$ cat src/rtl/clock_pkg.sv
// Shared types for the chime/alarm buzzer scheduler.
// Holds the FSM states, buzzer-owner codes and counter widths.
package clock_pkg;

  localparam int BEEP_W  = 4;
  localparam int ALARM_W = 8;

  typedef logic [BEEP_W-1:0]  beep_t;
  typedef logic [ALARM_W-1:0] acnt_t;

  typedef enum logic [2:0] {
    S_IDLE,
    S_CHIME_ON,
    S_CHIME_OFF,
    S_ALARM_ON,
    S_ALARM_OFF
  } state_t;

  typedef enum logic [1:0] {
    SRC_NONE  = 2'b00,
    SRC_CHIME = 2'b01,
    SRC_ALARM = 2'b10
  } src_t;

endpackage

$ cat src/rtl/bcd_hour_to_beeps.sv
// BCD hour (00-23) to 12-hour beep count (1..12), combinational.
// Ports: hour[7:0] in; count[3:0] beeps, valid = legal BCD hour.
module bcd_hour_to_beeps
  import clock_pkg::*;
(
  input  logic [7:0] hour,
  output logic [3:0] count,
  output logic       valid
);

  logic [7:0] w_bin;

  always_comb begin
    w_bin = 8'(hour[7:4]) * 8'd10 + 8'(hour[3:0]);
    valid = (hour[3:0] <= 4'd9) && (hour <= 8'h23);
    count = 4'd12;
    if (w_bin == 8'd0)
      count = 4'd12;
    else if (w_bin <= 8'd12)
      count = 4'(w_bin);
    else
      count = 4'(w_bin - 8'd12);
  end

endmodule

$ cat src/rtl/chime_scheduler.sv
// Buzzer scheduler: hourly chime (N beeps) and preempting alarm.
// In: clk, rst, tick_en, hour, hour_changed, equal, alarm_stop.
// Out: buzzer, src (01 chime/10 alarm), busy, chime_pending.
module chime_scheduler
  import clock_pkg::*;
#(
  parameter logic [7:0] ALARM_TICKS = 8'd60,
  parameter bit         CHIME_EN    = 1'b1
) (
  input  logic       clk,
  input  logic       rst,
  input  logic       tick_en,
  input  logic [7:0] hour,
  input  logic       hour_changed,
  input  logic       equal,
  input  logic       alarm_stop,
  output logic       buzzer,
  output logic [1:0] src,
  output logic       busy,
  output logic       chime_pending
);

  state_t r_state, w_state_n;
  beep_t  r_beeps, w_beeps_n;
  beep_t  r_pn, w_pn_n;
  acnt_t  r_acnt, w_acnt_n;
  logic   r_pend, w_pend_n;
  logic   r_hc_d, r_eq_d;
  logic   r_buzzer;
  logic [1:0] r_src;
  logic   r_busy;

  logic [3:0] w_cnt;
  logic       w_valid;
  logic       w_chime_req;
  logic       w_alarm_req;

  bcd_hour_to_beeps u_conv (
    .hour  (hour),
    .count (w_cnt),
    .valid (w_valid)
  );

  assign w_chime_req = hour_changed & ~r_hc_d & w_valid & CHIME_EN;
  assign w_alarm_req = equal & ~r_eq_d;

  always_comb begin
    w_state_n = r_state;
    w_beeps_n = r_beeps;
    w_pn_n    = r_pn;
    w_acnt_n  = r_acnt;
    w_pend_n  = r_pend;
    unique case (r_state)
      S_IDLE: begin
        if (w_alarm_req) begin
          w_state_n = S_ALARM_ON;
          w_acnt_n  = ALARM_TICKS;
          if (w_chime_req) begin
            w_pend_n = 1'b1;
            w_pn_n   = w_cnt;
          end
        end else if (w_chime_req) begin
          w_state_n = S_CHIME_ON;
          w_beeps_n = w_cnt;
          w_pend_n  = 1'b0;
        end else if (r_pend) begin
          // deferred chime starts the cycle after the alarm ended
          w_state_n = S_CHIME_ON;
          w_beeps_n = r_pn;
          w_pend_n  = 1'b0;
        end
      end
      S_CHIME_ON, S_CHIME_OFF: begin
        if (w_alarm_req) begin
          // chime is aborted, not resumed
          w_state_n = S_ALARM_ON;
          w_acnt_n  = ALARM_TICKS;
          w_beeps_n = '0;
          if (w_chime_req) begin
            w_pend_n = 1'b1;
            w_pn_n   = w_cnt;
          end
        end else if (tick_en) begin
          if (r_state == S_CHIME_ON) begin
            w_state_n = S_CHIME_OFF;
            w_beeps_n = r_beeps - 4'd1;
          end else if (r_beeps == '0) begin
            w_state_n = S_IDLE;
          end else begin
            w_state_n = S_CHIME_ON;
          end
        end
      end
      S_ALARM_ON, S_ALARM_OFF: begin
        if (w_chime_req) begin
          w_pend_n = 1'b1;
          w_pn_n   = w_cnt;
        end
        if (alarm_stop) begin
          w_state_n = S_IDLE;
          w_acnt_n  = '0;
        end else if (w_alarm_req) begin
          // reload only; phase is kept
          w_acnt_n = ALARM_TICKS;
        end else if (tick_en) begin
          w_acnt_n = r_acnt - 8'd1;
          if (r_acnt <= 8'd1)
            w_state_n = S_IDLE;
          else if (r_state == S_ALARM_ON)
            w_state_n = S_ALARM_OFF;
          else
            w_state_n = S_ALARM_ON;
        end
      end
      default: begin
        w_state_n = S_IDLE;
      end
    endcase
  end

  always_ff @(posedge clk) begin
    if (rst) begin
      r_state  <= S_IDLE;
      r_beeps  <= '0;
      r_pn     <= '0;
      r_acnt   <= '0;
      r_pend   <= 1'b0;
      r_hc_d   <= 1'b0;
      r_eq_d   <= 1'b0;
      r_buzzer <= 1'b0;
      r_src    <= SRC_NONE;
      r_busy   <= 1'b0;
    end else begin
      r_state  <= w_state_n;
      r_beeps  <= w_beeps_n;
      r_pn     <= w_pn_n;
      r_acnt   <= w_acnt_n;
      r_pend   <= w_pend_n;
      r_hc_d   <= hour_changed;
      r_eq_d   <= equal;
      r_buzzer <= (w_state_n == S_CHIME_ON) ||
                  (w_state_n == S_ALARM_ON);
      r_busy   <= (w_state_n != S_IDLE);
      if ((w_state_n == S_CHIME_ON) ||
          (w_state_n == S_CHIME_OFF))
        r_src <= SRC_CHIME;
      else if ((w_state_n == S_ALARM_ON) ||
               (w_state_n == S_ALARM_OFF))
        r_src <= SRC_ALARM;
      else
        r_src <= SRC_NONE;
    end
  end

  assign buzzer        = r_buzzer;
  assign src           = r_src;
  assign busy          = r_busy;
  assign chime_pending = r_pend;

endmodule

$ cat config.mk
export PLATFORM = sky130hd
export DESIGN_NAME = chime_scheduler
export DESIGN_NICKNAME = d
export VERILOG_FILES = /design/src/rtl/clock_pkg.sv /design/src/rtl/bcd_hour_to_beeps.sv /design/src/rtl/chime_scheduler.sv
export SDC_FILE = /design/constraint.sdc
export NUM_CORES = 1
export LEC_CHECK = 0
export BUFFER_PORTS_ARGS = -buffer_cell sky130_fd_sc_hd__buf_2
export CAP_MARGIN = 20
export CORE_MARGIN = 2
export CORE_UTILIZATION = 55
export DETAILED_ROUTE_END_ITERATION = 12
export PLACE_DENSITY = 0.75
export SLEW_MARGIN = 10
export SYNTH_ARGS = -nofsm -noshare
export SYNTH_HDL_FRONTEND = slang
export SYNTH_SLANG_ARGS = --single-unit
$ cat constraint.sdc
create_clock -name clk -period 3.3 [get_ports clk]
set_input_delay 0.495 -clock clk [delete_from_list [all_inputs] [get_ports clk]]
set_output_delay 0.495 -clock clk [all_outputs]
set_load 0.03 [all_outputs]
* Word level (Yosys, flattened, before mapping)
Cells that the tools add are included. W data, S select, Z words.
Storage, ports and cells: logic and storage cells 95, input bits 14, register bits after elaboration 26
Cells by class: equal/unequal tests 15, multiply operators 1, add/sub/neg operators 4, mux-type cells 36, $lt $le $gt $ge 4, reductions and logical operators 19, bitwise operators 5
Operators with widths (number):
- $mux W4 | 10
- $mux W8 | 4
- $mux W3 | 10
- $pmux W4 S2 | 2
- $pmux W8 S2 | 1
- $eq A3 B2 Y1 const B | 4
- $ne A3 B3 Y1 const B | 3
- $pmux W3 S3 | 1
- $add A8 B4 Y8 | 1
- $le A8 B1 Y1 const B | 1
- $le A8 B4 Y1 const B | 1
- $le A8 B6 Y1 const B | 1
- $logic_not A8 Y1 | 1
- $sub A8 B1 Y8 const B | 1
- $mul A4 B3 Y7 const B | 1
- $eq A3 B1 Y1 const B | 2
- $eq A3 B3 Y1 const B | 2
- $reduce_bool A3 Y1 | 2
- $reduce_or A2 Y1 | 3
- $mux W1 | 5
- $reduce_and A5 Y1 | 1
- $le A4 B4 Y1 const B | 1
- $logic_not A4 Y1 | 1
- $mux W2 | 2
- 15 further kinds | 23

* Logic depth before layout (Yosys ltp)
depth in word-level cells 11, gate-level depth with buffers 10, mapped depth without buffers 10

* Hierarchy
Synthesis repeated with hierarchy kept, for this count alone.
Unflattened totals: cell total of the unflattened synthesis 216, area total of the unflattened synthesis 1788.0 um2
By module, submodules not included:
- chime_scheduler | instances 1, cells an instance 167, area an instance 1392.6 um2, sequential area each 520.5 um2
- bcd_hour_to_beeps | instances 1, cells an instance 49, area an instance 395.4 um2, sequential area each 0.0 um2

* Least setup slack after synthesis
No wires, ideal clock.
path type input to register, start point in hour[5], end point reg r_pn[3], cell stages on the path 10, required time 3.217 ns, setup slack 0.382 ns, setup time 0.083 ns, data arrival time 2.835 ns, cells stage by stage ha_1 > ha_1 > inv_1 > fa_1 > nand2b_2 > o211a_1 > nor4b_2 > nand4_1 > mux2_4 > o31ai_4
Between the ends: cells in the longest elaborated chain, start to end 8, elaborated cells on any way between the ends 13, those cells by class add/sub: 2; mul: 1; order compare: 2; mux: 5; bitwise: 1; reduce/logical: 2
RTL lines:
- from (decl) | RTL line chime_scheduler.sv:13 | input logic [7:0] hour,
- $mul A4 B3 Y7 | RTL line bcd_hour_to_beeps.sv:14 | w_bin = 8'(hour[7:4]) * 8'd10 + 8'(hour[3:0]);
- $add A8 B4 Y8 | RTL line bcd_hour_to_beeps.sv:14
- $le A8 B4 Y1 / $sub A4 B4 Y4 (equally long branches) | RTL line bcd_hour_to_beeps.sv:19, bcd_hour_to_beeps.sv:22
- $mux W4 | RTL line bcd_hour_to_beeps.sv:19 | else if (w_bin <= 8'd12)
- $mux W4 | RTL line bcd_hour_to_beeps.sv:17 | if (w_bin == 8'd0)
- $mux W4 (*) | RTL line chime_scheduler.sv:58, chime_scheduler.sv:79, chime_scheduler.sv:95
- $mux W4 | RTL line chime_scheduler.sv:74 | if (w_alarm_req) begin
- $pmux W4 S2 (*) | RTL line chime_scheduler.sv:53 | unique case (r_state)
- to (signal assigned) | RTL line chime_scheduler.sv:136 | r_pn <= w_pn_n;
- to (decl) | RTL line chime_scheduler.sv:25 | beep_t r_pn, w_pn_n;
Mark *: on every way between the ends. The rest lies on a longest branch, timed or not. The select of a mux whose other input is x is not followed. A chain may end at the register's enable or synchronous reset.

* Final worst setup path
Ends and elaborated chain as after synthesis.

==> impl_metrics.toml <==
[clock_tree]
clk-insertion-delay-late_ns = 0.34
holdBufCountCts = 0
max-clock-path-buffers = 2
clkTransAtPathRegs_ns = 0.14
cts_tree = "built"
clockRootBuffer = "clkbuf_4"
h-tree-depth = 1
cts_setup_buffers = 0
cts_buffers = 3
cts_resized = 0
cts_num_sinks = 26

[yosys]
synth_cell_types = 64
synth_seq_area_share_pct = 26.8
synth.avg_cell_area_um2 = 8.44
yosys-top-cells-area = "dfxtp_1 27%, ha_1 7.7%, nor2_1 4.8%, a21oi_1 4.1%, inv_1 2.7%"
synth-main-ff-cell = "dfxtp_1"
synth-edff-count = 0
async_flop_share_pct = 0
synth.net_count = 258
syn_inst = 230
synth_area_um2 = 1940
ys_warn_count = 0
synth.top_cell.area_share_pct = 26.8
synth-seq-cells = 26
synth_top_cell_by_area = "dfxtp_1"

[floorplan]
num_rows = 21
io_pins = 19
die_h_um = 63.4
dieArea_um2 = 4020
coreArea_um2 = 3360
start_util_pct = 57.7
die_w_um = 63.4

[timing]
tightest_slew_ns = 0.648
finalSetupViolCount = 0
final.min_clock_period_ns = 2.89
min_period_over_period_pct = 87.5
fmax_ghz = 0.346
rsz0062_at_grt = "false"
relSlewSlack_pct = 56.7
fin_ws_ns = 0.411
skew_ns = 0.0121
maxSlewViolCount = 0
hold_viol_final = 0
tns_ns = 0

[global_route]
track_usage_pct = 23.3
overflow = 0
grt_max_degree = 22
first_global_vias = 1694
grt_pass1_wl_um = 7690
antenna_found_initial = 0

[layout]
layout_commonest_cell = "dfxtp_1"
seqCellArea_um2 = 520
drive_gt1_share_pct = 15.2
fin_cells = 289
fillCellCount = 331
final_cell_mix = "26 x dfxtp_1, 25 x nor2_1, 18 x buf_2"
antenna_cells = 0
multiInputGateArea_um2 = 1330
areaGrowthSynthToFinish_pct = 8.31
nNetsFinal = 272

[placement]
pre_cts_slack_ns = 0.0599
gp_congestion = 0.836
io_buffers = 18
dp.cells = 285
hpwl_um = 3090

[worst_hold_path]
hold_path.class = "primary input to flip-flop"

[power]
seq_power_share_pct = 39.8
cell_internal_pwr_uw = 598
combinationalPowerShare_pct = 35.2
leakagePower_uw = 0.000891
power_density_nw_per_um2 = 433
p_switching_uw = 313
switching_share_pct = 34.4
irDropWorstVdd_mv = 0.279
clock_power_share_pct = 25.0

[worst_setup_path]
start_kind = "primary input"
path_class = "primary input to flip-flop"
cp.arrival_ns = 3.15
required_ns = 3.57
rrSetupSlack_ns = 1.20
end_kind = "flip-flop"
crit_fanout = 4

[detailed_routing]
wl_um = 4140
ant_nets = 0
drtIter0Drc = 67
wire_per_inst_um = 14.3
dr_total_vias = 1697
drc_errors = 0
viasPerCell = 5.87
dr.pass1.iters = 4

[run]
drv_cap = 0

[outcome]
outcome = "completed"
## per-stage QoR
stage	total power, uW	instance area [um2]	hold WS (ns)	utilization, %
after floorplan	616	1940	0.449	-
after global placement	680	2050	0.469	61.0
after detailed placement	686	2050	0.482	61.0
after CTS	911	2100	0.380	62.5
after global routing	973	2100	0.374	62.5
final	912	2100	0.376	62.5
## final cells by class
class	instances	area share [%]
Inverter	15	2.68
Tap cell	46	2.74
Sequential cell	26	24.7
Clock inverter	1	1.43
Timing Repair Buffer	18	4.28
Clock buffer	3	1.07
Multi-Input combinational cell	180	63.1
## synthesized netlist by cell type, types with 3 or more instances
cell	n
a21o_1	3
a21oi_1	16
buf_2	4
clkbuf_1	5
dfxtp_1	26
ha_1	12
inv_1	14
mux2i_1	5
nand2_1	8
nand2b_1	7
nand3_1	5
nor2_1	25
nor2b_1	5
nor3_1	4
nor4_1	5
o21a_1	4
o21ai_0	7
o21ai_1	3
o221a_2	3
o2bb2ai_1	3
o31ai_1	3
or2_2	4
or3_1	3
xnor2_1	6
## path summary, 6_finish.rpt
kind / cells past startpoint / to / startpoint
worst min-delay path: 2 / r_hc_d$_SDFF_PP0_ / hour_changed
worst max register to register: 8 / src[0]$_SDFF_PP0_ / r_acnt[0]$_SDFFE_PP0P_
worst max-delay path: 11 / r_pn[3]$_SDFFE_PP0P_ / hour[5]
worst min register to register: 2 / r_acnt[7]$_SDFFE_PP0P_ / r_acnt[7]$_SDFFE_PP0P_
## critical path, stage by stage
cell      delay [ns]
buf_2           0.14
ha_1            0.29
ha_1            0.21
inv_1           0.07
fa_1            0.45
nand2b_2        0.23
o211a_1         0.24
nor4b_2         0.32
nand4_1         0.21
mux2_4          0.35
o31ai_4         0.15
## state kept, by name, summed over array words and instances, names as in the netlist
signal and count:
r_acnt 8, r_eq_d 1, r_pn 4, src 2
chime_pending 1, r_beeps 4, r_hc_d 1, buzzer 1
busy 1, r_state 3
## routing by layer
layer	share of wire, %	vias up	wire, um	track usage [%]
met2	43	40	1780	38.2
met4	1.7	0	72	6.52
met1	52	770	2140	32.1
met3	3.5	9	143	3.04
met5	0	-	0	0
li1	-	878	-	-
## cells by family (layout without fill, tap and decap cells)
logic type	Yosys count	in the layout	synth area share [%]
flops	26	26	26.8
fa+ha+maj	14	14	9.79
simple gates	81	81	24.1
buf+inv	24	37	4.90
compound gates	69	69	26.3
mux	8	8	4.51
xor+xnor	8	8	3.61
## power groups by stage
stage               clock, uW  combinational (uW)  sequential, uW
CTS                       229                 319             362
global placement            0                 312             368
detailed placement          0                 317             368
global route              242                 363             367
finish                    228                 321             363
floorplan                   0                 236             380
No activity file was read; power rests on OpenSTA's default activity.
